### config.mk
export PLATFORM = sky130hd
export DESIGN_NAME = bit_scan_unit
export DESIGN_NICKNAME = d
export VERILOG_FILES = /design/src/rtl/bit_scan_pkg.sv /design/src/rtl/bit_scan_unit_enc.sv /design/src/rtl/bit_scan_unit.sv
export SDC_FILE = /design/constraint.sdc
export NUM_CORES = 1
export LEC_CHECK = 0
export ABC_CLOCK_PERIOD_IN_PS = 6700
export CAP_MARGIN = 30
export CORE_MARGIN = 4
export CORE_UTILIZATION = 50
export DETAILED_ROUTE_END_ITERATION = 8
export PLACE_DENSITY = 0.75
export SETUP_SLACK_MARGIN = 0.5
export SKIP_LAST_GASP = 1
export SLEW_MARGIN = 10
export SYNTH_ARGS = -nofsm -noshare
export SYNTH_HDL_FRONTEND = slang
export SYNTH_SLANG_ARGS = --single-unit
### constraint.sdc
create_clock -name clk -period 6.7 [get_ports clk]
set_clock_uncertainty 0.15 [all_clocks]
set_input_delay 1.34 -clock clk [delete_from_list [all_inputs] [get_ports clk]]
set_output_delay 1.34 -clock clk [all_outputs]
set_load 0.01 [all_outputs]
### src/rtl/bit_scan_pkg.sv
// Shared types and constants for the bit-scan coprocessor.
package bit_scan_pkg;

    typedef enum logic [1:0] {
        IDLE = 2'd0,
        SCAN = 2'd1,
        DONE = 2'd2
    } state_e;

    localparam int MODE_VAL = 0;
    localparam int MODE_DIR = 1;
    localparam int MODE_CNT = 2;

    function automatic int nchunk(input int width, input int chunk);
        return width / chunk;
    endfunction

endpackage

### src/rtl/bit_scan_unit_enc.sv
// Combinational chunk encoder: hit flag, lowest set offset and popcount of one chunk.
module bsu_chunk_enc #(
    parameter int CHUNK = 4,
    parameter int OFF_W = (CHUNK > 1) ? $clog2(CHUNK) : 1,
    parameter int CNT_W = $clog2(CHUNK) + 1
) (
    input  logic [CHUNK-1:0] chunk_i,
    output logic             hit_o,
    output logic [OFF_W-1:0] off_o,
    output logic [CNT_W-1:0] pop_o
);

    assign hit_o = |chunk_i;

    // Walking downward lets the lowest set bit overwrite any higher one.
    always_comb begin
        off_o = '0;
        pop_o = '0;
        for (int i = CHUNK - 1; i >= 0; i--) begin
            if (chunk_i[i]) begin
                off_o = OFF_W'(i);
            end
            pop_o = pop_o + CNT_W'(chunk_i[i]);
        end
    end

endmodule

### src/rtl/bit_scan_unit.sv
// Multi-cycle bit-scan unit: finds lowest/highest bit of a chosen value, or counts them,
// examining CHUNK bits per clock behind a start/done handshake.
module bit_scan_unit
    import bit_scan_pkg::*;
#(
    parameter int WIDTH = 32,
    parameter int CHUNK = 4,
    parameter int IDX_W = $clog2(WIDTH) + 1
) (
    input  logic             clk,
    input  logic             rst,
    input  logic             start,
    input  logic [2:0]       mode,
    input  logic [WIDTH-1:0] operand,
    output logic             busy,
    output logic             done,
    output logic             found,
    output logic [IDX_W-1:0] index,
    output logic [IDX_W-1:0] count
);

    localparam int NCH   = nchunk(WIDTH, CHUNK);
    localparam int CUR_W = (NCH > 1) ? $clog2(NCH) : 1;
    localparam int OFF_W = (CHUNK > 1) ? $clog2(CHUNK) : 1;
    localparam int CNT_W = $clog2(CHUNK) + 1;

    if ((CHUNK < 1) || ((WIDTH % CHUNK) != 0)) begin : g_bad_chunk
        $error("bit_scan_unit: WIDTH must be a positive multiple of CHUNK");
    end

    state_e           state_q;
    logic [WIDTH-1:0] work_q;
    logic [2:0]       mode_q;
    logic [CUR_W-1:0] cursor_q;
    logic [IDX_W-1:0] acc_q;
    logic             busy_q;
    logic             done_q;
    logic             found_q;
    logic [IDX_W-1:0] index_q;
    logic [IDX_W-1:0] count_q;

    logic [WIDTH-1:0] target;
    logic [WIDTH-1:0] work_d;
    logic [WIDTH-1:0] shifted;
    logic [CHUNK-1:0] chunk;
    logic             hit;
    logic [OFF_W-1:0] off;
    logic [CNT_W-1:0] pop;
    logic [IDX_W-1:0] acc_d;
    logic [IDX_W-1:0] pos;
    logic [IDX_W-1:0] hit_idx;
    logic [CUR_W-1:0] cursor_d;
    logic             last;

    // The scan always runs upward from bit 0, so highest-first becomes a bit reversal at load.
    always_comb begin
        target = mode[MODE_VAL] ? operand : ~operand;
        work_d = target;
        if (mode[MODE_DIR]) begin
            for (int i = 0; i < WIDTH; i++) begin
                work_d[i] = target[WIDTH-1-i];
            end
        end
    end

    assign shifted = work_q >> (int'(cursor_q) * CHUNK);
    assign chunk   = shifted[CHUNK-1:0];

    bsu_chunk_enc #(
        .CHUNK(CHUNK),
        .OFF_W(OFF_W),
        .CNT_W(CNT_W)
    ) u_enc (
        .chunk_i(chunk),
        .hit_o  (hit),
        .off_o  (off),
        .pop_o  (pop)
    );

    assign acc_d    = acc_q + IDX_W'(pop);
    assign pos      = IDX_W'(int'(cursor_q) * CHUNK) + IDX_W'(off);
    assign hit_idx  = mode_q[MODE_DIR] ? (IDX_W'(WIDTH - 1) - pos) : pos;
    assign cursor_d = cursor_q + CUR_W'(1);
    assign last     = (cursor_q == CUR_W'(NCH - 1));

    always_ff @(posedge clk or posedge rst) begin
        if (rst) begin
            state_q  <= IDLE;
            work_q   <= '0;
            mode_q   <= '0;
            cursor_q <= '0;
            acc_q    <= '0;
            busy_q   <= 1'b0;
            done_q   <= 1'b0;
            found_q  <= 1'b0;
            index_q  <= '0;
            count_q  <= '0;
        end else begin
            case (state_q)
                IDLE, DONE: begin
                    done_q <= 1'b0;
                    if (start) begin
                        work_q   <= work_d;
                        mode_q   <= mode;
                        cursor_q <= '0;
                        acc_q    <= '0;
                        busy_q   <= 1'b1;
                        state_q  <= SCAN;
                    end else begin
                        state_q  <= IDLE;
                    end
                end
                SCAN: begin
                    if (!mode_q[MODE_CNT] && hit) begin
                        found_q <= 1'b1;
                        index_q <= hit_idx;
                        count_q <= '0;
                        busy_q  <= 1'b0;
                        done_q  <= 1'b1;
                        state_q <= DONE;
                    end else if (last) begin
                        if (mode_q[MODE_CNT]) begin
                            found_q <= (acc_d != '0);
                            index_q <= '0;
                            count_q <= acc_d;
                        end else begin
                            found_q <= 1'b0;
                            index_q <= IDX_W'(WIDTH);
                            count_q <= '0;
                        end
                        busy_q  <= 1'b0;
                        done_q  <= 1'b1;
                        state_q <= DONE;
                    end else begin
                        cursor_q <= cursor_d;
                        acc_q    <= acc_d;
                    end
                end
                default: begin
                    busy_q  <= 1'b0;
                    done_q  <= 1'b0;
                    state_q <= IDLE;
                end
            endcase
        end
    end

    assign busy  = busy_q;
    assign done  = done_q;
    assign found = found_q;
    assign index = index_q;
    assign count = count_q;

endmodule

# After elaboration in Yosys (flattened, before gate mapping)
# Index checks and enable logic that the tools add are counted.
# Widths: inputs -> output; s select.
# totals
n_memories	0
ff_bits	61
romBits	0
latch_bits	0
ramBits	0
# classes
n_shift	1
addsub	7
mul	0
bitwise_logic	1
eq_ne	7
n_reduce_logical	12
n_lt_le_gt_ge	0
n_mux	35
div_mod_pow	0
# ops
operator	count
$mux 32	2
$mux 6	10
$not 32->32	1
$shr 32x5->4	1
$mux 2	6
$pmux 6 s2	1
$mux 1	10
$mux 3	3
$add 3x1->3	2
$add 5x2->6	1
$add 6x3->6	1
$ne 2x2->1 const B	3
$pmux 3 s2	1
$reduce_and 2->1	3
$reduce_bool 6->1	1
$sub 5x6->6 const A	1
$pmux 2 s2	1
$reduce_and 4->1	1
$reduce_bool 2->1	2
$reduce_or 4->1	1
$add 3x1->3 const B	1
$eq 3x3->1 const B	1
$ne 3x3->1 const B	1
$add 1x1->2	1
7 further kinds	7

# Longest topological paths before layout
# logic_depth
ltp_word	9
mapped_depth	14
ltp_nobuf	13

# Hierarchy
# From an unflattened synthesis, not the netlist that was laid out.
# hier_totals
hier_cells	339
area_unflattened_um2	3457.1
# modules_own_cells
mod	n_inst	area_per_inst_um2	cells_per_inst
bit_scan_unit	1	3353.2	325
bsu_chunk_enc	1	103.8	14

# Worst setup path before layout
# OpenSTA, ideal clock, no wires.
# synth_path
kind	reg-to-reg
from	register cursor_q[0]
to	register acc_q[3]
t_arrival_ns	3.559
synth_period_minus_slack_ns	3.776
setup_slack_ns	2.924
setup_ns	0.067
stages_incl_launch_ff	15
path_buffers	1
cell_sequence	dfrtp_1 -> buf_6 -> mux4_1 -> mux2i_1 -> ha_1 -> inv_1 -> fa_1 -> inv_1 -> ha_1 -> ha_1 -> a21o_1 -> a21oi_1 -> or4b_2 -> a21oi_1 -> a311o_1
# synth_between
elab_chain_cells	8
# synth_lines
item	line_no	text
from (decl)	bit_scan_unit.sv:34	logic [CUR_W-1:0] cursor_q;
from (signal assigned)	bit_scan_unit.sv:135	cursor_q <= cursor_d;
$shr 32x5->4	bit_scan_unit.sv:66	assign shifted = work_q >> (int'(cursor_q) * CHUNK);
$add 1x1->2	bit_scan_unit_enc.sv:23	pop_o = pop_o + CNT_W'(chunk_i[i]);
$add 3x1->3 (2 in series)	bit_scan_unit_enc.sv:23	
$add 6x3->6	bit_scan_unit.sv:80	assign acc_d = acc_q + IDX_W'(pop);
$mux 6	bit_scan_unit.sv:121	end else if (last) begin
$mux 6	bit_scan_unit.sv:114	if (!mode_q[MODE_CNT] && hit) begin
$pmux 6 s2	bit_scan_unit.sv:99	case (state_q)
to (signal assigned)	bit_scan_unit.sv:92	acc_q <= '0;
to (signal assigned)	bit_scan_unit.sv:106	acc_q <= '0;
to (signal assigned)	bit_scan_unit.sv:136	acc_q <= acc_d;
to (decl)	bit_scan_unit.sv:35	logic [IDX_W-1:0] acc_q;
# Parallel ways exist; a longest one is shown, timed or not. The select of a mux whose other input is x is not followed.
# A chain may end at the register's enable or synchronous reset.

# Worst setup path after layout
# Same ends and word-level chain as after synthesis.

==> summary.txt <==
Outcome
  – Status: completed

Routing
  – Initial DRT Pass Iterations: 4
  – Post-DR vias/cell: approximately 5.2
  – Per-cell routed wire length: ~14 um
  – # DRC: 0
  – Via count: 2448
  – First DRT Iteration DRCs: 81
  – Post-route ant nets: 0
  – WL final: approximately 6800 um

Final layout
  – Antenna cells: 0
  – FILL cells: around 570
  – Final nets: ~420
  – Layout area overhead: 22.37%
  – Most frequent cells in the layout: 59 x dfrtp_1, 50 x clkdlybuf4s50_1, 48 x nand2_1, 42 x mux2i_1, 37 x o21ai_0
  – Commonest non-fill, non-tap cell in the layout: dfrtp_1
  – Share of layout cells above drive strength 1: 0.09115

Clock network
  – CTS tree: yes
  – Total setup buffers inserted after CTS: 0
  – Insertion delay to the later sink of the worst-skew pair: around 0.34 ns
  – # clock sinks: 59
  – Cts bufs inserted: 9
  – Post-CTS Resized: 0
  – Hold-fix buffers, CTS: 0
  – Max H-tree Level: 3
  – Clock transition at the registers of the reported paths: roughly 0.070 ns
  – Root buffer cell: clkbuf_8
  – Bufs on Longest Clock Path: 2

Global routing
  – Largest net degree at the start of global routing: a little under 80
  – GRT Total Usage: 0.1748
  – Global route total overflow: 0
  – Via count of the first global-routing pass: around 2400
  – Global-route wire length before repair: between 10000 and 15000 um
  – Initial antenna violation count: 0

Critical path
  – Reg2Reg Setup Slack: between 2 and 2.5 ns
  – Reg-to-Reg Start: cursor_q[0]$_DFFE_PP0P_
  – CP Data Arrival Time: about 4.4 ns
  – Worst reg-to-reg path cell count: 13
  – CP startpoint kind: register
  – Critical Path End Type: register
  – RR Endpoint: acc_q[3]$_DFFE_PP0P_
  – CP Max Fanout: 12
  – WP data required: approximately 7 ns
  – Crit Path Category: reg -> reg

STA
  – Min cycle time layout: 4.257 ns
  – RSZ-0062 raised after global routing: false
  – Hold Fails Final Rpt: 0
  – Worst-margin pin slew: between 0.8 and 0.9 ns
  – Worst Hold Slack: about 0.33 ns
  – Final TNS setup: 0 ns
  – Final setup vio count: 0
  – Slew HR: 0.4037
  – Final worst slack: 2.443 ns
  – Fmax: around 230 MHz
  – Final slew viol count: 0
  – Final period util: 0.6354

Place
  – Post-Place Worst Slack: ~2.5 ns
  – Port bufs: 52
  – RePlAce Congestion: between 0.8 and 0.9
  – Hpwl dp: roughly 5000 um

Logic synthesis
  – Syn. warnings: 0
  – Mapped cell area: around 0.0035 sq mm
  – Register area share after synthesis: 0.4190
  – Post-synthesis cell count: 325
  – Synth Flop Type: dfrtp_1
  – Flops & latches, synth: 59
  – Yosys cell types: about 40
  – Post-synth EDFFs: 0
  – Syn avg cell area: roughly 11 sq um
  – Ys async rst share: 1.000
  – Syn Nets: 375

Power and ir drop
  – Net Sw Power: around 0.74 mW
  – Leakage: between 1.5 and 2 nW
  – Power Total: 1.944 mW
  – Sw Ratio: 0.3817
  – Clock share of power: 0.215
  – Peak VDD IR: about 0.18 mV
  – Pwr dens: approximately 450 mW/mm^2
  – Flop pwr share: 0.320
  – Internal power: 1.202 mW
  – Gate power share: 0.465

Die
  – Die H: between 90 and 100 um
  – Row count: 30
  – Starting Density: 0.5158
  – Core area: ~0.007 sq mm
  – Die area: 0.008454 sq mm
  – Ports: 53
  – Die X: roughly 90 um

Min path
  – Hold depth: 2
  – Worst Hold Class: reg -> reg
  – Worst Hold Launch: work_q[27]$_DFFE_PP0P_
  – Hold Crit Endpoint: work_q[27]$_DFFE_PP0P_

Job
  – Max_cap viols: 0
-- worst max-delay path by stage --
stage,startpoint,endpoint
6_report,cursor_q[0]$_DFFE_PP0P_,acc_q[3]$_DFFE_PP0P_
3_5_place_dp,cursor_q[0]$_DFFE_PP0P_,acc_q[3]$_DFFE_PP0P_
2_1_floorplan,cursor_q[0]$_DFFE_PP0P_,acc_q[3]$_DFFE_PP0P_
4_1_cts,cursor_q[0]$_DFFE_PP0P_,acc_q[3]$_DFFE_PP0P_
5_1_grt,cursor_q[0]$_DFFE_PP0P_,found$_DFFE_PP0P_
3_3_place_gp,cursor_q[0]$_DFFE_PP0P_,acc_q[3]$_DFFE_PP0P_
-- layout make-up --
class	instances	area, sq um	area share
multi-input combinational	230	1873	0.4344
sequential	59	1476	0.3424
clock inverter	4	95.09	0.02205
timing repair buffer	55	533.0	0.1236
tap	96	120.1	0.02786
clock buffer	12	165.2	0.03831
inverter	13	48.80	0.01132
-- power by group through the flow --
| stage | registers [mW] | clock network (mW) | logic (mW) |
|---|---|---|---|
| CTS | 0.623 | 0.422 | 0.910 |
| floorplan | 0.567 | 0 | 0.724 |
| global placement | 0.621 | 0 | 0.872 |
| detailed placement | 0.628 | 0 | 0.902 |
| global route | 0.642 | 0.434 | 1.03 |
| finish | 0.622 | 0.418 | 0.904 |
-- cells by family after synthesis --
logic type,share of synthesized area
AO/OA/AOI/OAI,0.1076
XOR/XNOR,0.09694
adder cells (fa/ha/maj),0.04688
buffers and inverters,0.05007
flip-flops,0.4190
multiplexers,0.1950
AND/OR/NAND/NOR,0.08452
-- per-layer routing --
| metal | share of wire | wire length, um | track usage |
|---|---|---|---|
| met2 | 0.49 | 3339 | 0.2926 |
| met5 | 0 | 0 | 0 |
| met4 | 0.017 | 118 | 0.08168 |
| met1 | 0.46 | 3099 | 0.2209 |
| met3 | 0.034 | 233 | 0.02953 |
-- critical path, cell delays in order, from the launching register on --
cell,delay [ns]
dfrtp_1,0.69
mux4_1,0.62
mux2i_1,0.36
ha_1,0.20
inv_1,0.05
fa_1,0.37
inv_1,0.06
ha_1,0.25
ha_1,0.30
a21o_1,0.11
a21oi_1,0.13
or4b_2,0.63
a21oi_1,0.15
a311o_1,0.13
-- flip-flops by register name, indices dropped and copies added, names as in the netlist --
name and count:
acc_q 6, busy 1, count 6, cursor_q 3, done 1, found 1, index 6, mode_q 2
state_q 1, work_q 32
-- per-stage QoR --
stage	cell area, sq um	util	std cells
after detailed placement	4051	0.5930	453
after global routing	4312	0.6311	469
after CTS	4312	0.6311	469
final	4312	0.6311	469
after global placement	4051	0.5930	453
after floorplan	3523	-	325
-- synth_stat cells, types with 2 or more instances --
master | instances | area share
mux2i_1 | 42 | 0.12
nor2b_1 | 4 | 0.0071
o2bb2ai_1 | 5 | 0.012
and2_1 | 2 | 0.0036
mux4_1 | 5 | 0.037
a22o_1 | 2 | 0.0050
mux2_2 | 2 | 0.0064
clkbuf_1 | 15 | 0.016
fa_1 | 2 | 0.011
buf_6 | 4 | 0.013
nand2_1 | 48 | 0.051
mux2i_4 | 2 | 0.013
mux4_2 | 3 | 0.019
xnor2_1 | 35 | 0.087
o21ai_0 | 37 | 0.053
xor2_1 | 4 | 0.0099
a21oi_1 | 5 | 0.0071
ha_1 | 10 | 0.036
nor2_1 | 3 | 0.0032
dfrtp_1 | 59 | 0.42
buf_1 | 2 | 0.0021
inv_1 | 13 | 0.014
a32o_1 | 3 | 0.0085
(Power assumes the default switching activity.)
